<file path="src/rtl/cache_types_pkg.sv">
// Shared cache types: line/beat geometry, adaptor FSM states and beat index.
// Used by the cacheline adaptor and the cache datapath.
package cache_types_pkg;
    localparam int LINE_W_DEF  = 256;
    localparam int BURST_W_DEF = 64;
    localparam int BEATS_DEF   = LINE_W_DEF / BURST_W_DEF;
    localparam int ADDR_W      = 32;
    localparam int OFFSET_W    = 5;

    typedef enum logic [1:0] {
        ST_IDLE  = 2'd0,
        ST_READ  = 2'd1,
        ST_WRITE = 2'd2,
        ST_DONE  = 2'd3
    } adaptor_state_e;

    typedef logic [$clog2(BEATS_DEF)-1:0] beat_idx_t;

    function automatic logic [ADDR_W-1:0] line_align(input logic [ADDR_W-1:0] a);
        return {a[ADDR_W-1:OFFSET_W], {OFFSET_W{1'b0}}};
    endfunction
endpackage

</file>
<file path="src/rtl/cacheline_adaptor.sv">
// Bridges a full cache line to a 4-beat memory burst, for both fills (read)
// and write-backs (write). Single FSM; counter and line registers inline.
module cacheline_adaptor
    import cache_types_pkg::*;
#(
    parameter int LINE_W  = LINE_W_DEF,
    parameter int BURST_W = BURST_W_DEF
) (
    input  logic               clk,
    input  logic               rst,
    input  logic [LINE_W-1:0]  line_i,
    output logic [LINE_W-1:0]  line_o,
    input  logic [ADDR_W-1:0]  address_i,
    input  logic               read_i,
    input  logic               write_i,
    output logic               resp_o,
    input  logic [BURST_W-1:0] burst_i,
    output logic [BURST_W-1:0] burst_o,
    output logic [ADDR_W-1:0]  address_o,
    output logic               read_o,
    output logic               write_o,
    input  logic               resp_i
);
    adaptor_state_e            state_q;
    beat_idx_t                 cnt_q;
    logic [LINE_W-1:0]         wline_q;
    logic [LINE_W-1:0]         rline_q;
    logic [ADDR_W-1:0]         addr_q;

    // Fill and write-back lines are kept apart so a write-back never
    // disturbs the last fill line still being presented on line_o.
    always_ff @(posedge clk) begin
        if (rst) begin
            state_q <= ST_IDLE;
            cnt_q   <= '0;
            wline_q <= '0;
            rline_q <= '0;
            addr_q  <= '0;
        end else begin
            case (state_q)
                ST_IDLE: begin
                    if (write_i) begin
                        wline_q <= line_i;
                        addr_q  <= address_i;
                        cnt_q   <= '0;
                        state_q <= ST_WRITE;
                    end else if (read_i) begin
                        addr_q  <= address_i;
                        cnt_q   <= '0;
                        state_q <= ST_READ;
                    end
                end
                ST_READ: begin
                    if (resp_i) begin
                        rline_q[cnt_q*BURST_W +: BURST_W] <= burst_i;
                        cnt_q <= cnt_q + 1'b1;
                        if (cnt_q == beat_idx_t'(BEATS_DEF-1)) state_q <= ST_DONE;
                    end
                end
                ST_WRITE: begin
                    if (resp_i) begin
                        cnt_q <= cnt_q + 1'b1;
                        if (cnt_q == beat_idx_t'(BEATS_DEF-1)) state_q <= ST_DONE;
                    end
                end
                ST_DONE: state_q <= ST_IDLE;
                default: state_q <= ST_IDLE;
            endcase
        end
    end

    // Outputs are decodes of registered state, forced low while rst is held.
    assign read_o    = (state_q == ST_READ)  && !rst;
    assign write_o   = (state_q == ST_WRITE) && !rst;
    assign resp_o    = (state_q == ST_DONE)  && !rst;
    assign address_o = rst ? '0 : line_align(addr_q);
    assign line_o    = rst ? '0 : rline_q;
    assign burst_o   = write_o ? wline_q[cnt_q*BURST_W +: BURST_W] : '0;
endmodule

</file>
<file path="config.mk">
export PLATFORM = sky130hd
export DESIGN_NAME = cacheline_adaptor
export DESIGN_NICKNAME = d
export VERILOG_FILES = /design/src/rtl/cache_types_pkg.sv /design/src/rtl/cacheline_adaptor.sv
export SDC_FILE = /design/constraint.sdc
export NUM_CORES = 1
export LEC_CHECK = 0
export CORE_AREA = 2 2 275 277
export CTS_CLUSTER_SIZE = 24
export DETAILED_ROUTE_END_ITERATION = 7
export DIE_AREA = 0 0 277 279
export GPL_TIMING_DRIVEN = 1
export PLACE_DENSITY = 0.67
export SETUP_SLACK_MARGIN = 0.1
export SYNTH_ARGS = -nofsm -noshare
export SYNTH_HDL_FRONTEND = slang
export SYNTH_SLANG_ARGS = --single-unit
</file>
<file path="constraint.sdc">
create_clock -name clk -period 2.3 [get_ports clk]
set_input_delay 0.23 -clock clk [delete_from_list [all_inputs] [get_ports clk]]
set_output_delay 0.23 -clock clk [all_outputs]
set_load 0.1 [all_outputs]
</file>
After elaboration in Yosys (flattened, before gate mapping)

Index checks and enable logic that the tools add are counted.

Register bits: 548
Input port bits: 357
Output and inout bits: 355
Word-level logic and storage cells: 45

$add $sub $neg: 2
Equal/unequal tests: 7
Shifts and indexed selects: 3
Muxes and demuxes: 15
Reduce and logical (&&, ||, !) cells: 13

Operator list:

| cell                                                                       | number |
|---|---|
| 256-bit bitwise mux                                                        | 1 |
| 256-bit 2-to-1 mux                                                         | 1 |
| 64-bit by 34-bit variable shift with 256-bit output (first input constant) | 1 |
| 256-bit by 9-bit indexed part select with 64-bit output                    | 1 |
| 64-bit by 34-bit indexed part select with 256-bit output                   | 1 |
| 32-bit 2-to-1 mux                                                          | 3 |
| 64-bit 2-to-1 mux                                                          | 1 |
| 8-bit negation with 34-bit output                                          | 1 |
| 2-bit 2-to-1 mux                                                           | 7 |
| 2-bit equality test (second input constant)                                | 3 |
| 2-bit one-hot mux with 3 select lines                                      | 1 |
| 2-bit AND reduction                                                        | 3 |
| 3-bit AND reduction                                                        | 2 |
| 2-bit by 1-bit inequality test with 1-bit output (second input constant)   | 2 |
| 2-bit one-hot mux with 2 select lines                                      | 1 |
| 2-bit nonzero test                                                         | 2 |
| 1-bit logical AND                                                          | 3 |
| 3-bit inequality test (second input constant)                              | 1 |
| 2-bit by 1-bit adder with 2-bit output (second input constant)             | 1 |
| 2-bit by 1-bit equality test with 1-bit output (second input constant)     | 1 |
| 2-bit logical NOT                                                          | 1 |
| 2-bit OR reduction                                                         | 1 |
| 1-bit logical NOT                                                          | 1 |

Depth between registers and ports, before layout

Word-level depth: 4
Depth in mapped cells: 10

Worst setup path before layout

Ideal clock, no wire load.

Path type: reg-to-output
Start: reg state_q[0]
End: out burst_o[54]
Arrival time: 2.539 ns
Setup slack: -0.469 ns
Stages on the path, launching flop included: 6
Buffers on the path: 1
Path through: dfxtp_1 > inv_1 > ha_1 > nor2b_1 > clkbuf_1 > and2_1

Cells in the longest elaborated chain, start to end: 3

RTL lines:

| what                     | line                    | RTL |
|---|---|---|
| start: declaration       | cacheline_adaptor.sv:24 | `adaptor_state_e state_q;` |
| start signal: assignment | cacheline_adaptor.sv:34 | `state_q <= ST_IDLE;` |
| start signal: assignment | cacheline_adaptor.sv:46 | `state_q <= ST_WRITE;` |
| start signal: assignment | cacheline_adaptor.sv:50 | `state_q <= ST_READ;` |
| 2-bit equality test      | cacheline_adaptor.sv:74 | `assign write_o = (state_q == ST_WRITE) && !rst;` |
| 1-bit logical AND        | cacheline_adaptor.sv:74 |  |
| named net write_o        | cacheline_adaptor.sv:21 | `output logic write_o,` |
| 64-bit 2-to-1 mux        | cacheline_adaptor.sv:78 | `assign burst_o = write_o ? wline_q[cnt_q*BURST_W +: BURST_W] : '0;` |
| end: declaration         | cacheline_adaptor.sv:18 | `output logic [BURST_W-1:0] burst_o,` |

The timed path passes the listed nets, and every way through them passes these cells.

Worst setup path after layout

Start: reg cnt_q[0]
End: out burst_o[26]

Cells in the longest elaborated chain, start to end: 2

RTL lines:

| what                                                    | line                    | RTL |
|---|---|---|
| start: declaration                                      | cacheline_adaptor.sv:25 | `beat_idx_t cnt_q;` |
| start signal: assignment                                | cacheline_adaptor.sv:56 | `cnt_q <= cnt_q + 1'b1;` |
| start signal: assignment                                | cacheline_adaptor.sv:62 | `cnt_q <= cnt_q + 1'b1;` |
| 256-bit by 9-bit indexed part select with 64-bit output | cacheline_adaptor.sv:78 |  |
| 64-bit 2-to-1 mux                                       | cacheline_adaptor.sv:78 |  |

Every way passes these cells.

==> results.toml <==
[status]
status = "complete, but fails checks"
violations = "setup timing"

[sta]
period_needed_ns = 2.479
final-setup-viol-count = 64
slew_headroom_pct = 60.44
finalMaxSlewViolations = 0
fmax_ghz = 0.4034
finalHoldViolCount = 0
layout_setup_ws_ns = -0.1789
period_share_pct = 107.8
finalClockSkew_ns = 0.04791
rsz0062_at_grt = "yes"
worst_pin_slew_ns = 0.5934
whs_ns = 0.1037

[placement]
dp_slack_ns = 0.2506
port-buffer-count = 701
placed_cell_area_mm2 = 0.03517
hpwl_um = 62220
gp_congestion = 0.8550

[detailed_routing]
post-route-drc-count = 0
drt-wirelength-per-cell_um = 21.16
viasPerCell = 5.007
drt_first_pass_iters = 5
drtAntennaViolNets = 0
drtIter0Drc = 1520
drt_wl_total_um = 94210
num_vias = 22290

[floorplanning]
num_rows = 100
start_util_pct = 31.94
die_h_um = 279
core_mm2 = 0.07407
dieArea_mm2 = 0.07728
die_w_um = 277
num_io_pins = 712

[yosys]
synth_cells = 2804
async_flop_share_pct = 0
synth_edf_count = 0
syn_area_per_cell_um2 = 8.437
synth_top_area_share_pct = 45.95
synth-seq-cells = 543
yosys.area.top_type = "dfxtp_1"
synthDistinctLibCells = 37
netlist_top_cells_area = "dfxtp_1 46%, nand2_1 12%, a21oi_1 7.6%"
yosysSeqAreaShare_pct = 45.95
post-synth-top-count-cell = "nand2_1"
synth_area_mm2 = 0.02366
yosys_warnings = 0
synth_common_cells = "776 x nand2_1, 543 x dfxtp_1, 361 x a21oi_1, 287 x nor2b_1, 146 x nand3_1"
synth-main-ff-cell = "dfxtp_1"

[flow_run]
drv_cap = 0

[worst_setup_path]
crit_slowest_cell = "mux4_2"
cp.buffers_inverters = 4
cp_cell_sequence = "buf_12 > buf_16 > buf_12 > mux4_2 > and2_4 > buf_12"
critical_path_class = "flop to primary output"
reg2reg_from = "cnt_q[0]$_SDFFE_PP0P_"
crit_path_frequent_cell = "buf_12"
r2r-end = "rline_q[199]$_SDFFE_PP0P_"
critPathMaxFanout = 6
cp.required_ns = 2.07
start_kind = "flop"
ff2ff_setup_slack_ns = 0.11
crit_path_max_incr_delay_ns = 0.51
cp_top_family = "buffers and inverters"
arrival_ns = 2.25
ff2ff_path_depth = 9
end_kind = "primary output"

[power]
p_leak_nw = 14.47
p_per_area_mw_per_mm2 = 808.9
power.total_mw = 30.97
ir_drop_mv = 0.6908

[cts]
clkSlewWorstSetupHoldPaths_ns = 0.06
clk_latency_ns = 0.66
clockRootBuffer = "clkbuf_16"
cts.sinks = 543
numCtsBuffers = 61
cts_max_path_buffers = 3
ctsHtreeMaxLevel = 2
tritoncts = "done"

[global_routing]
grt_overflow = 0
antenna_found_initial = 21
grt_pass1_vias = 21500
gr-usage-all-layers_pct = 22.68
grt_max_degree = 116
grt_pass1_wl_um = 134700

[finish]
drive_above_1_share_pct = 27.27
finalNetCount = 3787
nFillCells = 6614
fin_area_mm2 = 0.03829
area_delta_synth_final_pct = 61.86

[worst_hold_path]
min_from = "rst"
hold_end = "cnt_q[1]$_SDFFE_PP0P_"
hold_class = "input pin to flop"
whs_path_depth = 2
-- power breakdown --
group | internal (mW) | total [mW] | switching, mW
combinational | 3.74 | 9.74 | 6.00
sequential | 10.4 | 10.9 | 0.503
clock | 6.17 | 10.4 | 4.20
total | 20.3 | 31.0 | 10.7
-- registers in the layout, summed over array words and instances (netlist names) --
signal,count
rline_q,256
wline_q,256
addr_q,27
cnt_q,2
state_q,2
-- cell usage in the layout (no fill, tap or decap), types with 58 or more instances in the layout --
| cell type | synthesis | routed |
|---|---|---|
| nor2b_1 | 287 | 140 |
| nand2_1 | 776 | 775 |
| mux4_2 | 64 | 64 |
| dfxtp_1 | 543 | 540 |
| clkbuf_16 | 0 | 69 |
| and2_4 | 0 | 58 |
| buf_12 | 0 | 347 |
| nor2b_2 | 0 | 146 |
| a21oi_1 | 361 | 361 |
| clkdlybuf4s50_1 | 0 | 350 |
| buf_4 | 15 | 69 |
| nand3_1 | 146 | 142 |
-- how the worst max path moves through the flow --
stage / endpoint / cells past startpoint / from / slack, ns
6_report: burst_o[26] / 6 / cnt_q[0]$_SDFFE_PP0P_ / -0.18
3_5_place_dp: rline_q[199]$_SDFFE_PP0P_ / 6 / cnt_q[1]$_SDFFE_PP0P_ / 0.25
4_1_cts: burst_o[51] / 6 / cnt_q[0]$_SDFFE_PP0P_ / -0.26
3_3_place_gp: rline_q[238]$_SDFFE_PP0P_ / 6 / cnt_q[1]$_SDFFE_PP0P_ / 0.30
5_1_grt: burst_o[25] / 6 / cnt_q[0]$_SDFFE_PP0P_ / -0.25
2_1_floorplan: address_o[30] / 5 / rst / -0.19
-- per-layer routing --
layer  vias up  wire length [um]  GRT usage [%]
li1      10530                 -              -
met1     10800             37060          26.98
met2       728             45650          37.79
met3       214              6647          5.631
met5         -                95              0
met4        14              4755          12.03
-- stage by stage --
| stage | cells | util (%) | TNS (ns) |
|---|---|---|---|
| finish | 4452 | 51.70 | -8.063 |
| global route | 4451 | 51.69 | -13.41 |
| CTS | 4423 | 51.18 | -13.44 |
| detailed placement | 4291 | 47.48 | 0 |
| global placement | 4291 | 47.48 | 0 |
| floorplan | 2808 | - | -29.73 |
-- final cells by class --
class / instances / area (um^2) / share of cell area, %
antenna: 14 / 35.03 / 0.09149
clock buffer: 91 / 1829 / 4.777
clock inverter: 22 / 329.1 / 0.8594
inverter: 56 / 212.7 / 0.5555
multi-input combinational: 1955 / 12070 / 31.51
sequential: 543 / 10880 / 28.42
tap: 969 / 1212 / 3.166
timing repair buffer: 802 / 11730 / 30.62
-- kinds of logic (layout without fill, tap and decap cells) --
kind of cell	Yosys count	in the layout	share of synthesized area, %
AND/OR/NAND/NOR	1337	1337	26.55
flip-flops	543	543	45.95
AO/OA/AOI/OAI	536	536	14.85
buffers and inverters	310	971	5.876
multiplexers	66	66	6.177
adder cells (fa/ha/maj)	11	11	0.5818
other	1	19	0.01585
-- what timing repair did --
action | 4_1_cts | 5_1_grt
pin swaps | 60 | 12
hold endpoints to repair | 10 | 0
hold buffers | 1 | 0
cloned | 9 | 10
setup buffers | 9 | 6
gates resized for setup | 81 | 27
endpoints found under the setup margin | 66 | 160
Power figures use the tool's default switching activity.
